### config.mk
export PLATFORM = sky130hd
export DESIGN_NAME = layer_scheduler_flat
export DESIGN_NICKNAME = d
export VERILOG_FILES = /design/src/rtl/layer_scheduler_pkg.sv /design/src/rtl/layer_scheduler_if.sv /design/src/rtl/layer_addr_gen.sv /design/src/rtl/layer_scheduler.sv /design/src/flat_wrapper.sv
export SDC_FILE = /design/constraint.sdc
export NUM_CORES = 1
export LEC_CHECK = 0
export ABC_CLOCK_PERIOD_IN_PS = 22100
export CORE_ASPECT_RATIO = 1.1
export CORE_UTILIZATION = 50
export DETAILED_ROUTE_END_ITERATION = 7
export HOLD_SLACK_MARGIN = 0.12
export PLACE_DENSITY = 0.73
export SLEW_MARGIN = 15
export SYNTH_ARGS = -nofsm -noshare
export SYNTH_HDL_FRONTEND = slang
export SYNTH_SLANG_ARGS = --single-unit
### constraint.sdc
create_clock -name clk -period 22.1 [get_ports clk]
set_clock_uncertainty 0.1 [all_clocks]
set_input_delay 4.42 -clock clk [delete_from_list [all_inputs] [get_ports clk]]
set_output_delay 4.42 -clock clk [all_outputs]
set_load 0.03 [all_outputs]
### src/rtl/layer_scheduler_pkg.sv
// Shared types and constants for the point-wise layer scheduler.
package layer_scheduler_pkg;

  localparam int LANES  = 16;
  localparam int BEAT_W = $clog2(LANES);

  localparam logic RD_SEL_WEIGHT = 1'b1;
  localparam logic RD_SEL_INPUT  = 1'b0;

  typedef enum logic [2:0] {
    IDLE,
    WAIT_LOAD,
    LD_W,
    LD_I,
    DRAIN,
    WB,
    DONE
  } state_t;

endpackage

### src/rtl/layer_scheduler_if.sv
// Global-buffer read / write-back beat bus driven by the layer scheduler.
interface layer_scheduler_if
  import layer_scheduler_pkg::*;
#(
  parameter int GB_ADDR_W = 16
);
  logic                 gb_ren;
  logic [GB_ADDR_W-1:0] gb_raddr;
  logic                 rd_sel;
  logic [BEAT_W-1:0]    rd_idx;
  logic                 acc_clear;
  logic                 out_wen;
  logic [GB_ADDR_W-1:0] out_waddr;
  logic [BEAT_W-1:0]    wb_row;

  modport master (
    output gb_ren, gb_raddr, rd_sel, rd_idx, acc_clear, out_wen, out_waddr, wb_row
  );

  modport slave (
    input gb_ren, gb_raddr, rd_sel, rd_idx, acc_clear, out_wen, out_waddr, wb_row
  );
endinterface

### src/rtl/layer_addr_gen.sv
// Tile / output-chunk / input-chunk / beat counters and the three GB address generators.
module layer_addr_gen
  import layer_scheduler_pkg::*;
#(
  parameter int GB_ADDR_W = 16,
  parameter int LEN_W     = 13,
  localparam int CNT_W    = LEN_W - BEAT_W
) (
  input  logic                 clk,
  input  logic                 rst,
  input  logic                 cfg_ld,
  input  logic [CNT_W-1:0]     ich_in,
  input  logic [CNT_W-1:0]     och_in,
  input  logic [CNT_W-1:0]     tiles_in,
  input  logic [GB_ADDR_W-1:0] init_input_addr,
  input  logic [GB_ADDR_W-1:0] init_weight_addr,
  input  logic [GB_ADDR_W-1:0] init_output_addr,
  input  logic                 k_inc,
  input  logic                 ic_inc,
  input  logic                 blk_inc,
  output logic [BEAT_W-1:0]    k,
  output logic                 ic_first,
  output logic                 ic_last,
  output logic                 blk_last,
  output logic [GB_ADDR_W-1:0] w_addr,
  output logic [GB_ADDR_W-1:0] i_addr,
  output logic [GB_ADDR_W-1:0] o_addr
);
  localparam int AW = GB_ADDR_W + LEN_W;

  logic [CNT_W-1:0]     ich, och, tiles;
  logic [CNT_W-1:0]     t, oc, ic;
  logic [GB_ADDR_W-1:0] base_i, base_w, base_o;

  // Layer geometry and region bases are data: captured on an accepted start, never reset.
  always_ff @(posedge clk) begin
    if (cfg_ld) begin
      ich    <= ich_in;
      och    <= och_in;
      tiles  <= tiles_in;
      base_i <= init_input_addr;
      base_w <= init_weight_addr;
      base_o <= init_output_addr;
    end
  end

  always_ff @(posedge clk) begin
    if (rst || cfg_ld) begin
      k  <= '0;
      ic <= '0;
      oc <= '0;
      t  <= '0;
    end else begin
      if (k_inc)  k  <= k + BEAT_W'(1);
      if (ic_inc) ic <= ic + CNT_W'(1);
      if (blk_inc) begin
        ic <= '0;
        if (oc == och - CNT_W'(1)) begin
          oc <= '0;
          t  <= t + CNT_W'(1);
        end else begin
          oc <= oc + CNT_W'(1);
        end
      end
    end
  end

  assign ic_first = (ic == '0);
  assign ic_last  = (ic == ich - CNT_W'(1));
  assign blk_last = (t == tiles - CNT_W'(1)) && (oc == och - CNT_W'(1));

  // Wide intermediates, then silent modulo-2^GB_ADDR_W wrap.
  assign w_addr = GB_ADDR_W'(AW'(base_w) + ((AW'(oc) * AW'(ich) + AW'(ic)) << BEAT_W) + AW'(k));
  assign i_addr = GB_ADDR_W'(AW'(base_i) + ((AW'(t) << BEAT_W) + AW'(k)) * AW'(ich) + AW'(ic));
  assign o_addr = GB_ADDR_W'(AW'(base_o) + ((AW'(t) << BEAT_W) + AW'(k)) * AW'(och) + AW'(oc));

endmodule

### src/rtl/layer_scheduler.sv
// Point-wise layer sequencer: walks tile/oc/ic, issues weight and input read bursts, then write-back.
module layer_scheduler
  import layer_scheduler_pkg::*;
#(
  parameter int GB_ADDR_W = 16,
  parameter int LEN_W     = 13,
  parameter int DRAIN_LAT = 4
) (
  input  logic                 clk,
  input  logic                 rst,
  input  logic                 start,
  input  logic                 load_done,
  input  logic                 stall,
  input  logic [LEN_W-1:0]     n_sample,
  input  logic [LEN_W-1:0]     in_feat_len,
  input  logic [LEN_W-1:0]     out_feat_len,
  input  logic [GB_ADDR_W-1:0] init_input_addr,
  input  logic [GB_ADDR_W-1:0] init_weight_addr,
  input  logic [GB_ADDR_W-1:0] init_output_addr,
  layer_scheduler_if.master    gb,
  output logic                 busy,
  output logic                 done,
  output logic                 cfg_err
);
  localparam int DCNT_W = $clog2(DRAIN_LAT + 1);

  state_t                 state, state_nx;
  logic [DCNT_W-1:0]      dcnt;
  logic                   cfg_ok, cfg_ld, cfg_err_nx;
  logic                   k_inc, ic_inc, blk_inc;
  logic [BEAT_W-1:0]      k;
  logic                   beat_end, ic_first, ic_last, blk_last;
  logic [GB_ADDR_W-1:0]   w_addr, i_addr, o_addr;

  function automatic logic len_ok(input logic [LEN_W-1:0] len);
    return (len != '0) && (len[BEAT_W-1:0] == '0);
  endfunction

  assign cfg_ok   = len_ok(n_sample) && len_ok(in_feat_len) && len_ok(out_feat_len);
  assign beat_end = (k == BEAT_W'(LANES - 1));

  layer_addr_gen #(
    .GB_ADDR_W(GB_ADDR_W),
    .LEN_W    (LEN_W)
  ) u_addr_gen (
    .clk             (clk),
    .rst             (rst),
    .cfg_ld          (cfg_ld),
    .ich_in          (in_feat_len[LEN_W-1:BEAT_W]),
    .och_in          (out_feat_len[LEN_W-1:BEAT_W]),
    .tiles_in        (n_sample[LEN_W-1:BEAT_W]),
    .init_input_addr (init_input_addr),
    .init_weight_addr(init_weight_addr),
    .init_output_addr(init_output_addr),
    .k_inc           (k_inc),
    .ic_inc          (ic_inc),
    .blk_inc         (blk_inc),
    .k               (k),
    .ic_first        (ic_first),
    .ic_last         (ic_last),
    .blk_last        (blk_last),
    .w_addr          (w_addr),
    .i_addr          (i_addr),
    .o_addr          (o_addr)
  );

  always_ff @(posedge clk) begin
    if (rst) begin
      state   <= IDLE;
      dcnt    <= '0;
      cfg_err <= 1'b0;
    end else begin
      state   <= state_nx;
      cfg_err <= cfg_err_nx;
      if (state != DRAIN) dcnt <= '0;
      else if (!stall)    dcnt <= dcnt + DCNT_W'(1);
    end
  end

  always_comb begin
    state_nx   = state;
    cfg_ld     = 1'b0;
    cfg_err_nx = 1'b0;
    k_inc      = 1'b0;
    ic_inc     = 1'b0;
    blk_inc    = 1'b0;
    case (state)
      IDLE: begin
        if (start) begin
          if (cfg_ok) begin
            cfg_ld   = 1'b1;
            state_nx = WAIT_LOAD;
          end else begin
            cfg_err_nx = 1'b1;
          end
        end
      end
      WAIT_LOAD: if (load_done) state_nx = LD_W;
      LD_W: begin
        if (!stall) begin
          k_inc = 1'b1;
          if (beat_end) state_nx = LD_I;
        end
      end
      LD_I: begin
        if (!stall) begin
          k_inc = 1'b1;
          if (beat_end) begin
            if (ic_last) begin
              state_nx = DRAIN;
            end else begin
              ic_inc   = 1'b1;
              state_nx = LD_W;
            end
          end
        end
      end
      DRAIN: if (!stall && dcnt == DCNT_W'(DRAIN_LAT - 1)) state_nx = WB;
      WB: begin
        if (!stall) begin
          k_inc = 1'b1;
          if (beat_end) begin
            blk_inc  = 1'b1;
            state_nx = blk_last ? DONE : LD_W;
          end
        end
      end
      DONE:    state_nx = IDLE;
      default: state_nx = IDLE;
    endcase
  end

  // Moore decode; stall only masks the strobes, the beat itself is held by the counters.
  assign gb.gb_ren    = (state == LD_W || state == LD_I) && !stall;
  assign gb.gb_raddr  = (state == LD_W) ? w_addr : (state == LD_I) ? i_addr : '0;
  assign gb.rd_sel    = (state == LD_W) ? RD_SEL_WEIGHT : RD_SEL_INPUT;
  assign gb.rd_idx    = (state == LD_W || state == LD_I) ? k : '0;
  assign gb.acc_clear = (state == LD_W) && !stall && (k == '0) && ic_first;
  assign gb.out_wen   = (state == WB) && !stall;
  assign gb.out_waddr = (state == WB) ? o_addr : '0;
  assign gb.wb_row    = (state == WB) ? k : '0;
  assign busy         = (state != IDLE);
  assign done         = (state == DONE);

endmodule

### src/flat_wrapper.sv
// flat-port wrapper written by rule: the top's interface ports become plain ports
module layer_scheduler_flat import layer_scheduler_pkg::*;
#(
  parameter int GB_ADDR_W = 16,
  parameter int LEN_W     = 13,
  parameter int DRAIN_LAT = 4
)
  (clk, rst, start, load_done, stall, n_sample, in_feat_len, out_feat_len, init_input_addr, init_weight_addr, init_output_addr, busy, done, cfg_err, gb_gb_ren, gb_gb_raddr, gb_rd_sel, gb_rd_idx, gb_acc_clear, gb_out_wen, gb_out_waddr, gb_wb_row);
  layer_scheduler_if #(.GB_ADDR_W(GB_ADDR_W)) gb_i ();
  input  logic clk;
  input  logic rst;
  input  logic start;
  input  logic load_done;
  input  logic stall;
  input  logic [LEN_W-1:0] n_sample;
  input  logic [LEN_W-1:0] in_feat_len;
  input  logic [LEN_W-1:0] out_feat_len;
  input  logic [GB_ADDR_W-1:0] init_input_addr;
  input  logic [GB_ADDR_W-1:0] init_weight_addr;
  input  logic [GB_ADDR_W-1:0] init_output_addr;
  output logic busy;
  output logic done;
  output logic cfg_err;
  output wire logic [$bits(gb_i.gb_ren)-1:0] gb_gb_ren;
  output wire logic [$bits(gb_i.gb_raddr)-1:0] gb_gb_raddr;
  output wire logic [$bits(gb_i.rd_sel)-1:0] gb_rd_sel;
  output wire logic [$bits(gb_i.rd_idx)-1:0] gb_rd_idx;
  output wire logic [$bits(gb_i.acc_clear)-1:0] gb_acc_clear;
  output wire logic [$bits(gb_i.out_wen)-1:0] gb_out_wen;
  output wire logic [$bits(gb_i.out_waddr)-1:0] gb_out_waddr;
  output wire logic [$bits(gb_i.wb_row)-1:0] gb_wb_row;
  assign gb_gb_ren = gb_i.gb_ren;
  assign gb_gb_raddr = gb_i.gb_raddr;
  assign gb_rd_sel = gb_i.rd_sel;
  assign gb_rd_idx = gb_i.rd_idx;
  assign gb_acc_clear = gb_i.acc_clear;
  assign gb_out_wen = gb_i.out_wen;
  assign gb_out_waddr = gb_i.out_waddr;
  assign gb_wb_row = gb_i.wb_row;
  layer_scheduler #(.GB_ADDR_W(GB_ADDR_W), .LEN_W(LEN_W), .DRAIN_LAT(DRAIN_LAT)) u_core (.clk(clk), .rst(rst), .start(start), .load_done(load_done), .stall(stall), .n_sample(n_sample), .in_feat_len(in_feat_len), .out_feat_len(out_feat_len), .init_input_addr(init_input_addr), .init_weight_addr(init_weight_addr), .init_output_addr(init_output_addr), .gb(gb_i), .busy(busy), .done(done), .cfg_err(cfg_err));
endmodule
# After elaboration in Yosys (flattened, before gate mapping)
# Index checks and enable logic that the tools add are counted.
# totals
reg_bits	113
input_bits	92
out_inout_bits	47
word_cells	120
# classes
addsub	16
n_mul	3
eq_ne	22
muxes	33
bitwise_logic	2
n_reduce_logical	31
# op_table
operator	count
$add A16 B16 Y16	3
$mux W16	3
$reduce_bool A13 Y1	3
$mux W3	12
$add A16 B9 Y16	2
$mul A14 B9 Y16	2
$add A9 B1 Y9 const B	3
$eq A9 B9 Y1	3
$sub A9 B1 Y9 const B	3
$pmux W3 S6	1
$add A16 B4 Y16	1
$logic_not A4 Y1	4
$add A13 B4 Y14	1
$mux W1	14
$add A12 B9 Y12	1
$logic_and A1 B1 Y1	12
$mul A9 B9 Y12	1
$ne A2 B1 Y1 const B	5
$ne A2 B2 Y1 const B	5
$reduce_and A10 Y1	1
$eq A3 B2 Y1 const B	3
$eq A3 B3 Y1 const B	3
$logic_not A9 Y1	1
$mux W9	1
14 further kinds	19

# Depth between registers and ports, before layout
# logic_depth
depth_word	9
depth_mapped	25
depth_no_buf	23

# Cells and area by module
# A second synthesis with hierarchy kept.
# unflattened
hier_cells	1693
hier_area_um2	15598.7
# by_module_without_submodules
mod	instances	cells_each	area_each_um2	seq_area_each_um2
layer_addr_gen	1	1546	14609.0	2872.8
layer_scheduler	1	147	989.7	140.1

# Worst setup path before layout
# OpenSTA, ideal clock, no wires.
# synth_path
path_type	input port to flip-flop
startpoint	in n_sample[3]
endpoint	reg u_core.u_addr_gen.oc[2]
setup_time_ns	0.122
arrival_ns	13.436
path_slack_ns	8.442
stages	8
n_path_buf	2
cell_sequence	nor4_1 nand3_1 nor4_1 or2_2 clkbuf_1 or2_1 clkbuf_1 nor2_1
# synth_via
elab_chain_len	8
elab_cells_between_ends	9
cone_classes	mux (3); reduce/logical (6)
# synth_lines
element	line	rtl
from (decl)	flat_wrapper.sv:15	input logic [LEN_W-1:0] n_sample;
$reduce_bool A13 Y1 / $logic_not A4 Y1 (equally long branches)	layer_scheduler.sv:36	return (len != '0) && (len[BEAT_W-1:0] == '0);
$logic_and A1 B1 Y1 (*)	layer_scheduler.sv:36	
$logic_and A1 B1 Y1 (*) (2 in series)	layer_scheduler.sv:39	assign cfg_ok = len_ok(n_sample) && len_ok(in_feat_len) && len_ok(out_feat_len);
$mux W1 (*)	layer_scheduler.sv:90	if (cfg_ok) begin
$mux W1 (*)	layer_scheduler.sv:89	if (start) begin
$mux W1 (*)	layer_scheduler.sv:87	case (state)
via u_core.cfg_ld	layer_scheduler.sv:29	logic cfg_ok, cfg_ld, cfg_err_nx;
$logic_or A1 B1 Y1 (*)	layer_addr_gen.sv:48	if (rst || cfg_ld) begin
to (signal assigned)	layer_addr_gen.sv:62	oc <= oc + CNT_W'(1);
to (decl)	layer_addr_gen.sv:32	logic [CNT_W-1:0] t, oc, ic;
# The timed path passes the listed nets; every way through them passes the cells marked *.
# A chain may end at the register's enable or synchronous reset.

# Worst setup path after layout
# layout_path
startpoint	reg u_core.u_addr_gen.ich[2]
endpoint	out gb_gb_raddr[14]
# layout_via
elab_chain_len	5
elab_cells_between_ends	9
cone_classes	add/sub (5); mul (2); mux (2)
# layout_lines
element	line	rtl
from (decl)	layer_addr_gen.sv:31	logic [CNT_W-1:0] ich, och, tiles;
from (signal assigned)	layer_addr_gen.sv:38	ich <= ich_in;
$mul A9 B9 Y12 / $mul A14 B9 Y16 (equally long branches)	layer_addr_gen.sv:73, layer_addr_gen.sv:74	
$add A12 B9 Y12 / $add A16 B16 Y16 (equally long branches)	layer_addr_gen.sv:73, layer_addr_gen.sv:74	
$add A16 B16 Y16 / $add A16 B9 Y16 (equally long branches)	layer_addr_gen.sv:73, layer_addr_gen.sv:74	
$add A16 B4 Y16 / $mux W16 (equally long branches)	layer_addr_gen.sv:73, layer_scheduler.sv:135	
$mux W16 (*)	layer_scheduler.sv:135	assign gb.gb_raddr = (state == LD_W) ? w_addr : (state == LD_I) ? i_addr : '0;
to (decl)	flat_wrapper.sv:25	output wire logic [$bits(gb_i.gb_raddr)-1:0] gb_gb_raddr;
# Mark *: on every way between the ends. The rest lies on a longest branch, timed or not.

==> reports/qor.yml <==
run_status: "completed"
post_drt_wl_per_cell_um: 17.1
setup_viol: 0
nets: 2239
first_global_vias: 12800
netlist-cell-type-count: 72
cts_tree: "yes"
slew_violations: 0
finalSetupTns_ns: 0
hold_path_end: "u_core.dcnt[2]"
drt.antenna.violating_nets: 0
crit_chain: "nand2_1, fa_1, inv_1, fa_1, inv_1, fa_1, inv_1, fa_1, inv_1, fa_1, inv_1, ha_1, o41ai_1, xnor2_1, ha_1, a21oi_1, inv_1, or3_1, nor3_1, nor4b_1, a311o_1, clkdlybuf4s50_1"
place_area_mm2: 0.0172
clock-sinks: 113
worst_ep_required_time_ns: 17.58
placementRows: 67
peakVddDrop_mv: 0.0510
core_mm2: 0.0305
vias: 11800
clk_pin_slew_ns: 0.06
synth.net_count: 2152
cp_data_arrival_time_ns: 7.35
cts_buffer_depth: 2
cp_max_fo: 27
cap_violations: 0
timing.rr.end: "u_core.u_addr_gen.ic[8]"
critPathCaptureType: "output pin"
clk_latency_ns: 0.45
antenna_found_initial: 0
async_flop_share_pct: 0
ctsHoldBuffers: 0
hold_depth: 2
final_common_cell: "inv_1"
grt_overflow: 0
seq_area_mm2: 0.00301
slowest_stage: "edfxtp_1"
grt_first_pass_wirelength_um: 63700
multi_input_area_mm2: 0.0110
vias_per_cell: 5.28
start_util_pct: 50.8
synth_area_mm2: 0.0155
htreeDepth: 4
worst_slack_ns: 10.23
synth_seq_cells: 113
die_w_um: 170
wirelength_um: 38000
yosys.area.top_type: "fa_1"
crit_top_cell: "inv_1"
drive_above_1_share_pct: 3.64
dp_slack_ns: 10.77
grt_max_degree: 77
reg2reg_slack_ns: 18.59
total_leakage_power_nw: 7.71
area_delta_synth_final_pct: 14.9
path_delay_family: "adder cells"
cts_resized: 0
tightest_slew_ns: 1.05
numCtsBuffers: 17
timing.final.hold_violations: 0
crit_type: "reg -> out"
crit-reg2reg-launch: "u_core.u_addr_gen.ich[1]"
fill_cells: 2675
grt_usage_pct: 25.8
drt_iter0_drc: 778
die_h_um: 187
yosys-top-cells-area: "fa_1 27%, edfxtp_1 15%, ha_1 11%"
antenna_cells: 0
post_cts_buffers: 0
io_pins: 139
portBuffers: 138
drc_errors: 0
yosysSeqAreaShare_pct: 19.4
clockRootBuffer: "clkbuf_16"
drtPass1Iterations: 5
min_from: "u_core.dcnt[2]"
die_area_mm2: 0.0317
rsz0062_at_grt: "no"
cp_num_buf_inv: 7
worstSetupStartpointType: "register"
fin_crit_sh_pct: 53.7
hold_class: "reg -> reg"
finalInstanceArea_mm2: 0.0178
slew_headroom_pct: 30.1
layout_common_cells: "310 x inv_1, 213 x fa_1, 204 x nand2_1"
reg2reg_depth: 10
gp_congestion: 0.900
place_hpwl_um: 29000
timing.fmax_ghz: 0.0843
synth_warnings: 0
power_density_mw_per_mm2: 31.1
layout_min_cycle_time_ns: 11.87
synth_top_flop_cell: "edfxtp_1"
synth_top_area_share_pct: 27.5
synthCells: 1712
avgSynthCellArea_um2: 9.06
cpPeakStageDelay_ns: 1.00
synth_edf_count: 75
## flip-flops by register name, indices dropped and copies added (netlist names)
register,count
u_core.u_addr_gen.ic,9
u_core.u_addr_gen.och,9
u_core.u_addr_gen.ich,9
u_core.u_addr_gen.t,9
u_core.u_addr_gen.k,4
u_core.u_addr_gen.base_i,16
u_core.u_addr_gen.tiles,9
u_core.u_addr_gen.base_w,16
u_core.u_addr_gen.oc,9
u_core.dcnt,3
u_core.state,3
u_core.cfg_err,1
u_core.u_addr_gen.base_o,16
## worst register-to-register path: stages, from the launching register on
cell	delay, ns
edfxtp_1	0.69
inv_1	0.32
ha_1	0.24
nor3b_2	0.30
o21ai_0	0.18
a221oi_2	0.28
o22ai_2	0.16
a21oi_4	0.33
nand4_4	0.17
or4_1	0.50
a21oi_1	0.16
## power breakdown
part           internal, mW  switching, mW  total [mW]
logic                0.0149        0.00564      0.0205
clock network         0.191          0.118       0.309
registers             0.225      0.0000510       0.225
## cells in the mapped netlist (all sizes together), types with 3 or more instances
cell type and count:
edfxtp 75, or4 6, inv 310, or2 4, xnor2 87, a41oi 3, nand2b 11, nor3 33
a221oi 3, nand4 11, a21o 17, xor2 50, mux2i 6, ha 135, clkbuf 68, nand3b 3
nor2 112, o21ai 22, a311o 3, o41ai 3, buf 15, a31oi 5, dfxtp 38, o21bai 5
o21a 6, o22ai 3, o31ai 3, or4b 3, nand3 18, a2111o 3, nor2b 5, nand2 205
fa 213, and2 109, and3 14, nor4 16, a211oi 9, or3 5, a21oi 54
## metal layers
metal,wire length (um),global-route usage [%]
met1,15200,30.3
met2,20200,47.2
met3,1540,3.37
met4,1090,9.74
met5,0,0
## how the worst max path moves through the flow
| stage | start | to | slack, ns | cells after the start |
|---|---|---|---|---|
| 2_1_floorplan | n_sample[3] | u_core.u_addr_gen.oc[2] | 8.44 | 8 |
| 3_3_place_gp | u_core.u_addr_gen.ich[3] | gb_gb_raddr[14] | 10.98 | 21 |
| 3_5_place_dp | u_core.u_addr_gen.ich[2] | gb_gb_raddr[14] | 10.77 | 22 |
| 4_1_cts | u_core.u_addr_gen.ich[2] | gb_gb_raddr[14] | 10.26 | 22 |
| 5_1_grt | u_core.u_addr_gen.ich[2] | gb_gb_raddr[14] | 9.92 | 22 |
| 6_report | u_core.u_addr_gen.ich[2] | gb_gb_raddr[14] | 10.23 | 22 |
## kinds of logic after synthesis
logic type / after synthesis / share of synthesized area (%)
buf+inv: 393 / 9.69
compound gates: 151 / 6.52
simple gates: 564 / 17.9
xor+xnor: 137 / 7.73
flops: 113 / 19.4
mux: 6 / 0.387
fa+ha+maj: 348 / 38.4
## area by class of cell
cell class                      instances  area share [%]
Multi-Input combinational cell       1206            61.7
Clock inverter                         11           0.751
Timing Repair Buffer                  151            8.30
Inverter                              310            6.53
Sequential cell                       113            16.9
Tap cell                              414            2.91
Clock buffer                           21            2.88
## stage by stage
stage          utilization (%)  instances  power, mW  hold WS [ns]
2_1_floorplan                -       1712      0.232         0.359
3_3_place_gp              56.3       2194      0.250         0.372
3_5_place_dp              56.3       2194      0.250         0.390
4_1_cts                   58.4       2226      0.556         0.404
5_1_grt                   58.4       2226      0.566         0.448
6_report                  58.4       2226      0.554         0.402
(Power assumes the default switching activity.)
